File: config.mk
export PLATFORM = sky130hd
export DESIGN_NAME = ibex_mem_port_arbiter_flat
export DESIGN_NICKNAME = d
export VERILOG_FILES = /design/src/rtl/ibex_mem_port_arbiter_if.sv /design/src/rtl/ibex_mem_port_arbiter.sv /design/src/flat_wrapper.sv
export SDC_FILE = /design/constraint.sdc
export NUM_CORES = 1
export LEC_CHECK = 0
export CORE_AREA = 2 2 139 141
export DETAILED_ROUTE_END_ITERATION = 7
export DIE_AREA = 0 0 141 143
export PLACE_DENSITY = 0.54
export SYNTH_ARGS = -nofsm -noshare
export SYNTH_HDL_FRONTEND = slang
export SYNTH_SLANG_ARGS = --single-unit
File: constraint.sdc
create_clock -name clk_i -period 1.9 [get_ports clk_i]
set_input_delay 0.285 -clock clk_i [delete_from_list [all_inputs] [get_ports clk_i]]
set_output_delay 0.285 -clock clk_i [all_outputs]
set_load 0.1 [all_outputs]
File: src/rtl/ibex_mem_port_arbiter_if.sv
// Bus bundle between the two SRAM-side requesters,
// the shared memory port and the arbiter.
interface ibex_mem_port_arbiter_if #(
  parameter int Aw = 18,
  parameter int Dw = 32
) ();
  logic          instr_req_i;
  logic          instr_gnt_o;
  logic          instr_we_i;
  logic [Aw-1:0] instr_addr_i;
  logic [Dw-1:0] instr_wdata_i;
  logic [Dw-1:0] instr_strb_i;
  logic [Dw-1:0] instr_rdata_o;
  logic          instr_rvalid_o;

  logic          data_req_i;
  logic          data_gnt_o;
  logic          data_we_i;
  logic [Aw-1:0] data_addr_i;
  logic [Dw-1:0] data_wdata_i;
  logic [Dw-1:0] data_strb_i;
  logic [Dw-1:0] data_rdata_o;
  logic          data_rvalid_o;

  logic          mem_req_o;
  logic          mem_gnt_i;
  logic          mem_we_o;
  logic [Aw-1:0] mem_addr_o;
  logic [Dw-1:0] mem_wdata_o;
  logic [Dw-1:0] mem_strb_o;
  logic [Dw-1:0] mem_rdata_i;

  // Arbiter side
  modport slave (
    input  instr_req_i, instr_we_i, instr_addr_i,
    input  instr_wdata_i, instr_strb_i,
    output instr_gnt_o, instr_rdata_o, instr_rvalid_o,
    input  data_req_i, data_we_i, data_addr_i,
    input  data_wdata_i, data_strb_i,
    output data_gnt_o, data_rdata_o, data_rvalid_o,
    output mem_req_o, mem_we_o, mem_addr_o,
    output mem_wdata_o, mem_strb_o,
    input  mem_gnt_i, mem_rdata_i
  );

  // Requester/memory side
  modport master (
    output instr_req_i, instr_we_i, instr_addr_i,
    output instr_wdata_i, instr_strb_i,
    input  instr_gnt_o, instr_rdata_o, instr_rvalid_o,
    output data_req_i, data_we_i, data_addr_i,
    output data_wdata_i, data_strb_i,
    input  data_gnt_o, data_rdata_o, data_rvalid_o,
    input  mem_req_o, mem_we_o, mem_addr_o,
    input  mem_wdata_o, mem_strb_o,
    output mem_gnt_i, mem_rdata_i
  );
endinterface

File: src/rtl/ibex_mem_port_arbiter.sv
// Shares one 1-cycle SRAM between instr and data requesters.
// Optional perf counters: define MEM_ARB_PERF_CNT_EN.
module ibex_mem_port_arbiter #(
  parameter int Aw      = 18,
  parameter int Dw      = 32,
  parameter int ArbMode = 0,
  parameter int MaxWait = 8
) (
  input  logic clk_i,
  input  logic rst_i,
  ibex_mem_port_arbiter_if.slave bus
`ifdef MEM_ARB_PERF_CNT_EN
  ,
  output logic [31:0] conflict_cnt_o,
  output logic [31:0] instr_stall_cnt_o
`endif
);
  localparam int AgeW = $clog2(MaxWait + 1);
  localparam logic [AgeW-1:0] AgeMax = AgeW'(MaxWait);

  typedef enum logic {
    SEL_INSTR = 1'b0,
    SEL_DATA  = 1'b1
  } sel_e;

  typedef enum logic {
    UNLOCKED = 1'b0,
    LOCKED   = 1'b1
  } lock_e;

  lock_e         lock_q, lock_d;
  sel_e          lock_own_q, lock_own_d;
  sel_e          last_q, last_d;
  sel_e          rd_own_q, rd_own_d;
  logic          rd_pend_q, rd_pend_d;
  logic [AgeW-1:0] age_q, age_d;

  sel_e          pol_sel, sel;
  logic          mem_req, accept;
  logic          instr_gnt, data_gnt;
  logic          we_mux;
  logic [Aw-1:0] addr_mux;
  logic [Dw-1:0] wdata_mux, strb_mux;
  logic          instr_rvalid, data_rvalid;

  // Policy choice when no transfer is locked in
  always_comb begin
    pol_sel = last_q;
    unique case ({bus.instr_req_i, bus.data_req_i})
      2'b10: pol_sel = SEL_INSTR;
      2'b01: pol_sel = SEL_DATA;
      2'b11: begin
        if (ArbMode == 0) begin
          pol_sel = (last_q == SEL_DATA) ? SEL_INSTR : SEL_DATA;
        end else begin
          pol_sel = (age_q == AgeMax) ? SEL_INSTR : SEL_DATA;
        end
      end
      default: pol_sel = last_q;
    endcase
  end

  // Owner selection and command mux; gnt never feeds sel
  always_comb begin
    sel     = (lock_q == LOCKED) ? lock_own_q : pol_sel;
    mem_req = bus.instr_req_i | bus.data_req_i;
    accept  = mem_req & bus.mem_gnt_i;
    instr_gnt = accept & (sel == SEL_INSTR);
    data_gnt  = accept & (sel == SEL_DATA);
    if (sel == SEL_INSTR) begin
      we_mux    = bus.instr_we_i;
      addr_mux  = bus.instr_addr_i;
      wdata_mux = bus.instr_wdata_i;
      strb_mux  = bus.instr_strb_i;
    end else begin
      we_mux    = bus.data_we_i;
      addr_mux  = bus.data_addr_i;
      wdata_mux = bus.data_wdata_i;
      strb_mux  = bus.data_strb_i;
    end
  end

  // Lock, fairness, aging and read-return next state
  always_comb begin
    lock_d     = lock_q;
    lock_own_d = lock_own_q;
    unique case (lock_q)
      UNLOCKED: begin
        if (mem_req && !bus.mem_gnt_i) begin
          lock_d     = LOCKED;
          lock_own_d = sel;
        end
      end
      LOCKED: begin
        if (accept) lock_d = UNLOCKED;
      end
      default: lock_d = UNLOCKED;
    endcase
    last_d = accept ? sel : last_q;
    age_d  = age_q;
    if (instr_gnt) begin
      age_d = '0;
    end else if (bus.instr_req_i && age_q != AgeMax) begin
      age_d = age_q + AgeW'(1);
    end
    rd_pend_d = accept & ~we_mux;
    rd_own_d  = accept ? sel : rd_own_q;
  end

  // State registers
  always_ff @(posedge clk_i) begin
    if (rst_i) begin
      lock_q     <= UNLOCKED;
      lock_own_q <= SEL_DATA;
      last_q     <= SEL_DATA;
      age_q      <= '0;
      rd_pend_q  <= 1'b0;
      rd_own_q   <= SEL_DATA;
    end else begin
      lock_q     <= lock_d;
      lock_own_q <= lock_own_d;
      last_q     <= last_d;
      age_q      <= age_d;
      rd_pend_q  <= rd_pend_d;
      rd_own_q   <= rd_own_d;
    end
  end

  // Responses go only to the owner; others see zero data
  always_comb begin
    instr_rvalid = rd_pend_q & (rd_own_q == SEL_INSTR) & ~rst_i;
    data_rvalid  = rd_pend_q & (rd_own_q == SEL_DATA) & ~rst_i;
  end

  assign bus.mem_req_o      = mem_req;
  assign bus.mem_we_o       = we_mux;
  assign bus.mem_addr_o     = addr_mux;
  assign bus.mem_wdata_o    = wdata_mux;
  assign bus.mem_strb_o     = strb_mux;
  assign bus.instr_gnt_o    = instr_gnt;
  assign bus.data_gnt_o     = data_gnt;
  assign bus.instr_rvalid_o = instr_rvalid;
  assign bus.data_rvalid_o  = data_rvalid;
  assign bus.instr_rdata_o  = instr_rvalid ? bus.mem_rdata_i : '0;
  assign bus.data_rdata_o   = data_rvalid ? bus.mem_rdata_i : '0;

`ifdef MEM_ARB_PERF_CNT_EN
  logic [31:0] conflict_cnt_q, conflict_cnt_d;
  logic [31:0] stall_cnt_q, stall_cnt_d;

  // Conflict and instr-stall counters, wrapping
  always_comb begin
    conflict_cnt_d = conflict_cnt_q;
    stall_cnt_d    = stall_cnt_q;
    if (bus.instr_req_i && bus.data_req_i) begin
      conflict_cnt_d = conflict_cnt_q + 32'd1;
    end
    if (bus.instr_req_i && !instr_gnt) begin
      stall_cnt_d = stall_cnt_q + 32'd1;
    end
  end

  // Counter registers
  always_ff @(posedge clk_i) begin
    if (rst_i) begin
      conflict_cnt_q <= '0;
      stall_cnt_q    <= '0;
    end else begin
      conflict_cnt_q <= conflict_cnt_d;
      stall_cnt_q    <= stall_cnt_d;
    end
  end

  assign conflict_cnt_o    = conflict_cnt_q;
  assign instr_stall_cnt_o = stall_cnt_q;
`endif

  // A locked owner must keep requesting until accepted
  a_hold_req: assert property (
    @(posedge clk_i) disable iff (rst_i)
    (lock_q == LOCKED) |->
      ((lock_own_q == SEL_INSTR) ? bus.instr_req_i
                                 : bus.data_req_i)
  );
endmodule

File: src/flat_wrapper.sv
// flat-port wrapper written by rule: the top's interface ports become plain ports
module ibex_mem_port_arbiter_flat 
#(
  parameter int Aw      = 18,
  parameter int Dw      = 32,
  parameter int ArbMode = 0,
  parameter int MaxWait = 8
)
  (clk_i, rst_i, bus_instr_req_i, bus_instr_we_i, bus_instr_addr_i, bus_instr_wdata_i, bus_instr_strb_i, bus_instr_gnt_o, bus_instr_rdata_o, bus_instr_rvalid_o, bus_data_req_i, bus_data_we_i, bus_data_addr_i, bus_data_wdata_i, bus_data_strb_i, bus_data_gnt_o, bus_data_rdata_o, bus_data_rvalid_o, bus_mem_req_o, bus_mem_we_o, bus_mem_addr_o, bus_mem_wdata_o, bus_mem_strb_o, bus_mem_gnt_i, bus_mem_rdata_i);
  ibex_mem_port_arbiter_if #(.Aw(Aw), .Dw(Dw)) bus_i ();
  input  logic clk_i;
  input  logic rst_i;
  input wire logic [$bits(bus_i.instr_req_i)-1:0] bus_instr_req_i;
  input wire logic [$bits(bus_i.instr_we_i)-1:0] bus_instr_we_i;
  input wire logic [$bits(bus_i.instr_addr_i)-1:0] bus_instr_addr_i;
  input wire logic [$bits(bus_i.instr_wdata_i)-1:0] bus_instr_wdata_i;
  input wire logic [$bits(bus_i.instr_strb_i)-1:0] bus_instr_strb_i;
  output wire logic [$bits(bus_i.instr_gnt_o)-1:0] bus_instr_gnt_o;
  output wire logic [$bits(bus_i.instr_rdata_o)-1:0] bus_instr_rdata_o;
  output wire logic [$bits(bus_i.instr_rvalid_o)-1:0] bus_instr_rvalid_o;
  input wire logic [$bits(bus_i.data_req_i)-1:0] bus_data_req_i;
  input wire logic [$bits(bus_i.data_we_i)-1:0] bus_data_we_i;
  input wire logic [$bits(bus_i.data_addr_i)-1:0] bus_data_addr_i;
  input wire logic [$bits(bus_i.data_wdata_i)-1:0] bus_data_wdata_i;
  input wire logic [$bits(bus_i.data_strb_i)-1:0] bus_data_strb_i;
  output wire logic [$bits(bus_i.data_gnt_o)-1:0] bus_data_gnt_o;
  output wire logic [$bits(bus_i.data_rdata_o)-1:0] bus_data_rdata_o;
  output wire logic [$bits(bus_i.data_rvalid_o)-1:0] bus_data_rvalid_o;
  output wire logic [$bits(bus_i.mem_req_o)-1:0] bus_mem_req_o;
  output wire logic [$bits(bus_i.mem_we_o)-1:0] bus_mem_we_o;
  output wire logic [$bits(bus_i.mem_addr_o)-1:0] bus_mem_addr_o;
  output wire logic [$bits(bus_i.mem_wdata_o)-1:0] bus_mem_wdata_o;
  output wire logic [$bits(bus_i.mem_strb_o)-1:0] bus_mem_strb_o;
  input wire logic [$bits(bus_i.mem_gnt_i)-1:0] bus_mem_gnt_i;
  input wire logic [$bits(bus_i.mem_rdata_i)-1:0] bus_mem_rdata_i;
  assign bus_i.instr_req_i = bus_instr_req_i;
  assign bus_i.instr_we_i = bus_instr_we_i;
  assign bus_i.instr_addr_i = bus_instr_addr_i;
  assign bus_i.instr_wdata_i = bus_instr_wdata_i;
  assign bus_i.instr_strb_i = bus_instr_strb_i;
  assign bus_instr_gnt_o = bus_i.instr_gnt_o;
  assign bus_instr_rdata_o = bus_i.instr_rdata_o;
  assign bus_instr_rvalid_o = bus_i.instr_rvalid_o;
  assign bus_i.data_req_i = bus_data_req_i;
  assign bus_i.data_we_i = bus_data_we_i;
  assign bus_i.data_addr_i = bus_data_addr_i;
  assign bus_i.data_wdata_i = bus_data_wdata_i;
  assign bus_i.data_strb_i = bus_data_strb_i;
  assign bus_data_gnt_o = bus_i.data_gnt_o;
  assign bus_data_rdata_o = bus_i.data_rdata_o;
  assign bus_data_rvalid_o = bus_i.data_rvalid_o;
  assign bus_mem_req_o = bus_i.mem_req_o;
  assign bus_mem_we_o = bus_i.mem_we_o;
  assign bus_mem_addr_o = bus_i.mem_addr_o;
  assign bus_mem_wdata_o = bus_i.mem_wdata_o;
  assign bus_mem_strb_o = bus_i.mem_strb_o;
  assign bus_i.mem_gnt_i = bus_mem_gnt_i;
  assign bus_i.mem_rdata_i = bus_mem_rdata_i;
  ibex_mem_port_arbiter #(.Aw(Aw), .Dw(Dw), .ArbMode(ArbMode), .MaxWait(MaxWait)) u_core (.clk_i(clk_i), .rst_i(rst_i), .bus(bus_i));
endmodule
After elaboration in Yosys (flattened, before gate mapping)
Cells that the tools add are included.

Flip-flop bits (word level): 4. Latch bits: 0. Bits in writable memories: 0. Memory bits (read-only): 0. Bits of input ports: 203. Output and inout bits: 152. Memories: 0.

Add/subtract/negate cells: 0. Multiply operators: 0. Div/mod/pow operators: 0. Magnitude comparators: 0. Equal/unequal tests: 3. Shifts and indexed selects: 0. Muxes and demuxes: 12. Bitwise operators: 14. Reductions and logical operators: 3.

Operators by type and width (number): $mux W32 (4); $mux W18 (1); $and A1 B1 Y1 (8); $mux W1 (5); $not A1 Y1 (5); $eq A2 B2 Y1 const B (2); $pmux W1 S3 (1); $eq A2 B1 Y1 const B (1); $pmux W1 S2 (1); $reduce_and A2 Y1 (1); $logic_and A1 B1 Y1 (1); $logic_not A1 Y1 (1); $or A1 B1 Y1 (1).

Depth between registers and ports, before layout
Gate-level depths: netlist of the first run.

Depth in word-level cells: 6. Depth in mapped cells: 5. Depth with buffers taken out: 3.

Least setup slack after synthesis of the first run
Ideal clock, no wire load.

Path kind: reg-to-output. Start: register u_core.last_q (netlist name). End: output bus_instr_rdata_o[22]. Arrival: 2.581 ns. Slack: -0.966 ns. Cell stages (with the launch flop): 4. Path buffers: 1. Path through: dfxtp_1 -> nor3b_1 -> clkbuf_1 -> and2_1.

RTL lines: to (decl) (line flat_wrapper.sv:19) `output wire logic [$bits(bus_i.instr_rdata_o)-1:0] bus_instr_rdata_o;`.

Final worst setup path of the first run
Start: register u_core.last_q. End: output bus_mem_wdata_o[10].

Cells in the longest elaborated chain, start to end: 4.

Ends and longest elaborated chain: from (decl) (line ibex_mem_port_arbiter.sv:33) `sel_e last_q, last_d;`; from (signal assigned) (line ibex_mem_port_arbiter.sv:122) `last_q <= last_d;`; $mux W1 (line ibex_mem_port_arbiter.sv:54) `pol_sel = (last_q == SEL_DATA) ? SEL_INSTR : SEL_DATA;`; $pmux W1 S3 (*) (line ibex_mem_port_arbiter.sv:49) `unique case ({bus.instr_req_i, bus.data_req_i})`; $mux W1 (*) (line ibex_mem_port_arbiter.sv:65) `sel = (lock_q == LOCKED) ? lock_own_q : pol_sel;`; $mux W32 (*) (line ibex_mem_port_arbiter.sv:70) `if (sel == SEL_INSTR) begin`; to (decl) (line flat_wrapper.sv:32) `output wire logic [$bits(bus_i.mem_wdata_o)-1:0] bus_mem_wdata_o;`.

Every way passes the cells marked *; elsewhere a longest branch is shown, timed or not.

==> metrics.txt, run 1 <==
pin count of the biggest net entering global routing 34; run status finished, violations left; maximum fanout encountered on the critical timing path 5; part of the total power dissipated in the clock network 6.9%; maximum clock insertion buffer count 2; leakage power 3.491 nW; post-synthesis sequential area ratio 4.900%; most frequent cell after synthesis and2_1; Layout Cells excl Fill 802; distinct cell type count of the synthesized netlist 23; Final Worst Setup Slack -0.2913 ns; detailed-route wire length per cell 19.68 um; Sink Count 4; register-to-register setup slack 0.08 ns; Die X-Extent 141 um; unrepaired setup endpoints after global routing true; largest family of logic cells by synthesized area multiplexers; synthesis-to-finish area growth 391.5%; per-instance average area after synthesis 8.692 um2; post-synthesis cell type with the largest combined area mux2_2; power dissipated by switching net loads 2.475 mW; path depth of the worst reg2reg path 8; Max Cap Violations 0; number of fill cells 1688; Remaining Overflow, GRT 0; Logic pwr share 91.1%; Reg-to-Reg Start u_core.last_q; TritonCTS clock tree yes; endpoint of the lowest-slack register-to-register path u_core.rd_pend_q; worst IR drop on VDD 338.0 uV; final layout net count 773; data arrival at the endpoint of the critical path 1.91 ns; setup violators final 84; async set or reset register ratio after synthesis 0%; Clk pin slew, worst setup/hold paths 0.03 ns; Critical Path Source Type flip-flop; via density per instance 3.749; Clock Skew 0.001686 ns; number of top-level design ports 355; netlist area before placement 0.001634 mm2; number of antenna violations at the first check in global routing 0; post-synth top area share 38.59%; count of placed standard cells including taps 784; Die Y-Extent 143 um; DRT antenna net count 0; Cell Rows 50; time the final worst path needs with I/O delays and setup 2.191 ns; part of the power in registers 2.0%; standard cell with the maximum stage delay on the critical path mux2_2; Detail Placement HPWL 13020 um; cell depth of the worst min-delay path 2; worst path bufs/invs 4; Final Cycle Share 115.3%; total power 4.739 mW; count of buffers inserted at the top-level ports 354; compound-gate portion of the synthesized area 4.824%; number of warnings printed during yosys synthesis 0; fraction of final layout cells with drive strength greater than 1 60.74%; WS Path Type reg -> out; Slowest Stage Delay on Critical Path 0.36 ns; maximum clock frequency 456.4 MHz; critical path's most frequent cell buf_6; Post-Syn Nets 391; simple-gate area share of the yosys netlist 29.02%; chain of cells forming the critical path and2_4 > o31ai_4 > buf_6 > clkbuf_16 > buf_6 > mux2_2 > buf_12; number of global-route vias before repair 3267; CTS HTree Levels 1; total wire length after detailed routing 15780 um; utilization after layout 43.23%; synthesized netlist cell count 188; violation count after the first detailed-routing iteration 78; Worst-Skew Late Latency 0.22 ns; Final Hold Viols 0; startpoint of the worst hold path u_core.lock_own_q; hold crit path type reg -> reg; via count 3007; total clock buffers created by CTS 3; slew at the pin with the worst max-slew slack 0.3625 ns; area of the placeable core 0.01858 mm2; biggest area contributors in the synthesized netlist mux2_2, and2_1, mux2_1; total of hold buffers inserted after clock tree synthesis 0; post-placement setup slack -0.5474 ns; antenna cells 0; Slew Viols, Final 0; synth cell count leaders and2_1, mux2_2, mux2_1; EDFF count, synth 0; DRC violation count after routing 0; post-synthesis xor/xnor area fraction 0%; most frequently used flop master after synthesis dfxtp_1; global-route wire length before repair 21660 um; failing checks negative setup slack; First-pass DRT Iterations 4; power per standard cell area 590.0 mW/mm2; area of the die 0.02016 mm2; multiplexer area fraction after synthesis 56.51%; Top delay family on crit path buffers and inverters; share of total power consumed by net switching 52.23%; number of flip-flops and latches in the synthesized netlist 4; clock root cell clkbuf_16; remaining max-slew budget at the tightest pin 75.77%; Initial Utilization 8.795%; Final Hold Slack 0.5016 ns; share of synthesized cell area in full adder, half adder and majority cells 0%; Critical Path End Type output port; internal power 2.264 mW; Total Routing Usage GR 14.17%; terminating pin of the worst hold path u_core.lock_own_q; RePlAce Congestion 0.8463; worst path required time 1.62 ns
[what timing repair did]
action / in CTS / in global routing
buffers inserted: 6 / 3
pin swaps: 5 / 1
gates resized for setup: 64 / 59
cloned: 6 / 1
endpoints found under the setup margin: 112 / 90
[per-layer routing]
metal	GRT usage [%]	up-vias	share of wire, %
li1	-	1418	-
met3	2.985	8	7.0
met4	1.158	0	0.39
met2	27.68	162	55
met5	0	-	0
met1	16.40	1419	37
[metrics by stage]
step	area, um2	TNS (ns)
2_1_floorplan	1809	-0.08729
3_3_place_gp	7317	-40.96
3_5_place_dp	7317	-42.09
4_1_cts	7801	-21.81
5_1_grt	8031	-25.14
6_report	8031	-20.01
[worst max path at each step]
stage          cells past startpoint  slack, ns                    end            start
5_1_grt                            7      -0.35    bus_mem_wdata_o[10]    u_core.last_q
3_5_place_dp                       7      -0.55      bus_mem_strb_o[0]  bus_instr_req_i
6_report                           7      -0.29    bus_mem_wdata_o[10]    u_core.last_q
4_1_cts                            7      -0.32    bus_mem_wdata_o[10]    u_core.last_q
2_1_floorplan                      3      -0.09  bus_instr_rdata_o[22]    u_core.last_q
3_3_place_gp                       7      -0.53      bus_mem_strb_o[1]  bus_instr_req_i
[power by group through the flow]
stage	logic (mW)	registers (mW)	clock network, mW
CTS	4.22	0.0957	0.329
finish	4.32	0.0959	0.328
global route	4.42	0.0965	0.335
floorplan	2.26	0.0964	0
global placement	3.95	0.0962	0
detailed placement	3.97	0.0964	0
[layout by cell type, fill, tap and decap left out, drive strengths merged]
cell type      instances
o311a                  1
a21oi                  1
clkdlybuf4s15          1
o31a                   1
o31ai                  1
and2                  65
clkdlybuf4s50        199
clkbuf                 4
and3b                  1
o21ai                  2
nor3b                  1
dlygate4sd2            2
and3                   1
nor2b                  1
a2111oi                1
buf                  189
mux2                  82
nand2b                 1
nor2                   5
nand2                  2
or2                    1
dfxtp                  4
a21o                   1
o21bai                 1
[kinds of logic after synthesis]
group,Yosys count
AND/OR/NAND/NOR,78
AO/OA/AOI/OAI,9
buffers and inverters,15
flip-flops,4
multiplexers,82
[tightest hold or removal path, cell delays in order (launching register included)]
cell and delay [ns]:
dfxtp_1 0.32, a21oi_1 0.04, o21bai_1 0.10
[area by class of cell]
cell class | count | area [um2] | area share (%)
Clock buffer | 3 | 75.07 | 0.9347
Multi-Input combinational cell | 169 | 1921 | 23.91
Sequential cell | 4 | 81.33 | 1.013
Tap cell | 234 | 292.8 | 3.645
Timing Repair Buffer | 392 | 5662 | 70.49
(Power assumes the default switching activity.)
==> run 2, diff against run 1 <==
--- a/config.mk
+++ b/config.mk
@@ -8,6 +8,7 @@
 export CORE_AREA = 2 2 139 141
 export DETAILED_ROUTE_END_ITERATION = 7
 export DIE_AREA = 0 0 141 143
+export GPL_ROUTABILITY_DRIVEN = 0
 export PLACE_DENSITY = 0.54
 export SYNTH_ARGS = -nofsm -noshare
 export SYNTH_HDL_FRONTEND = slang
==> results of run 2 <==
Final layout, timing and power as in run 1 (identical DEF).
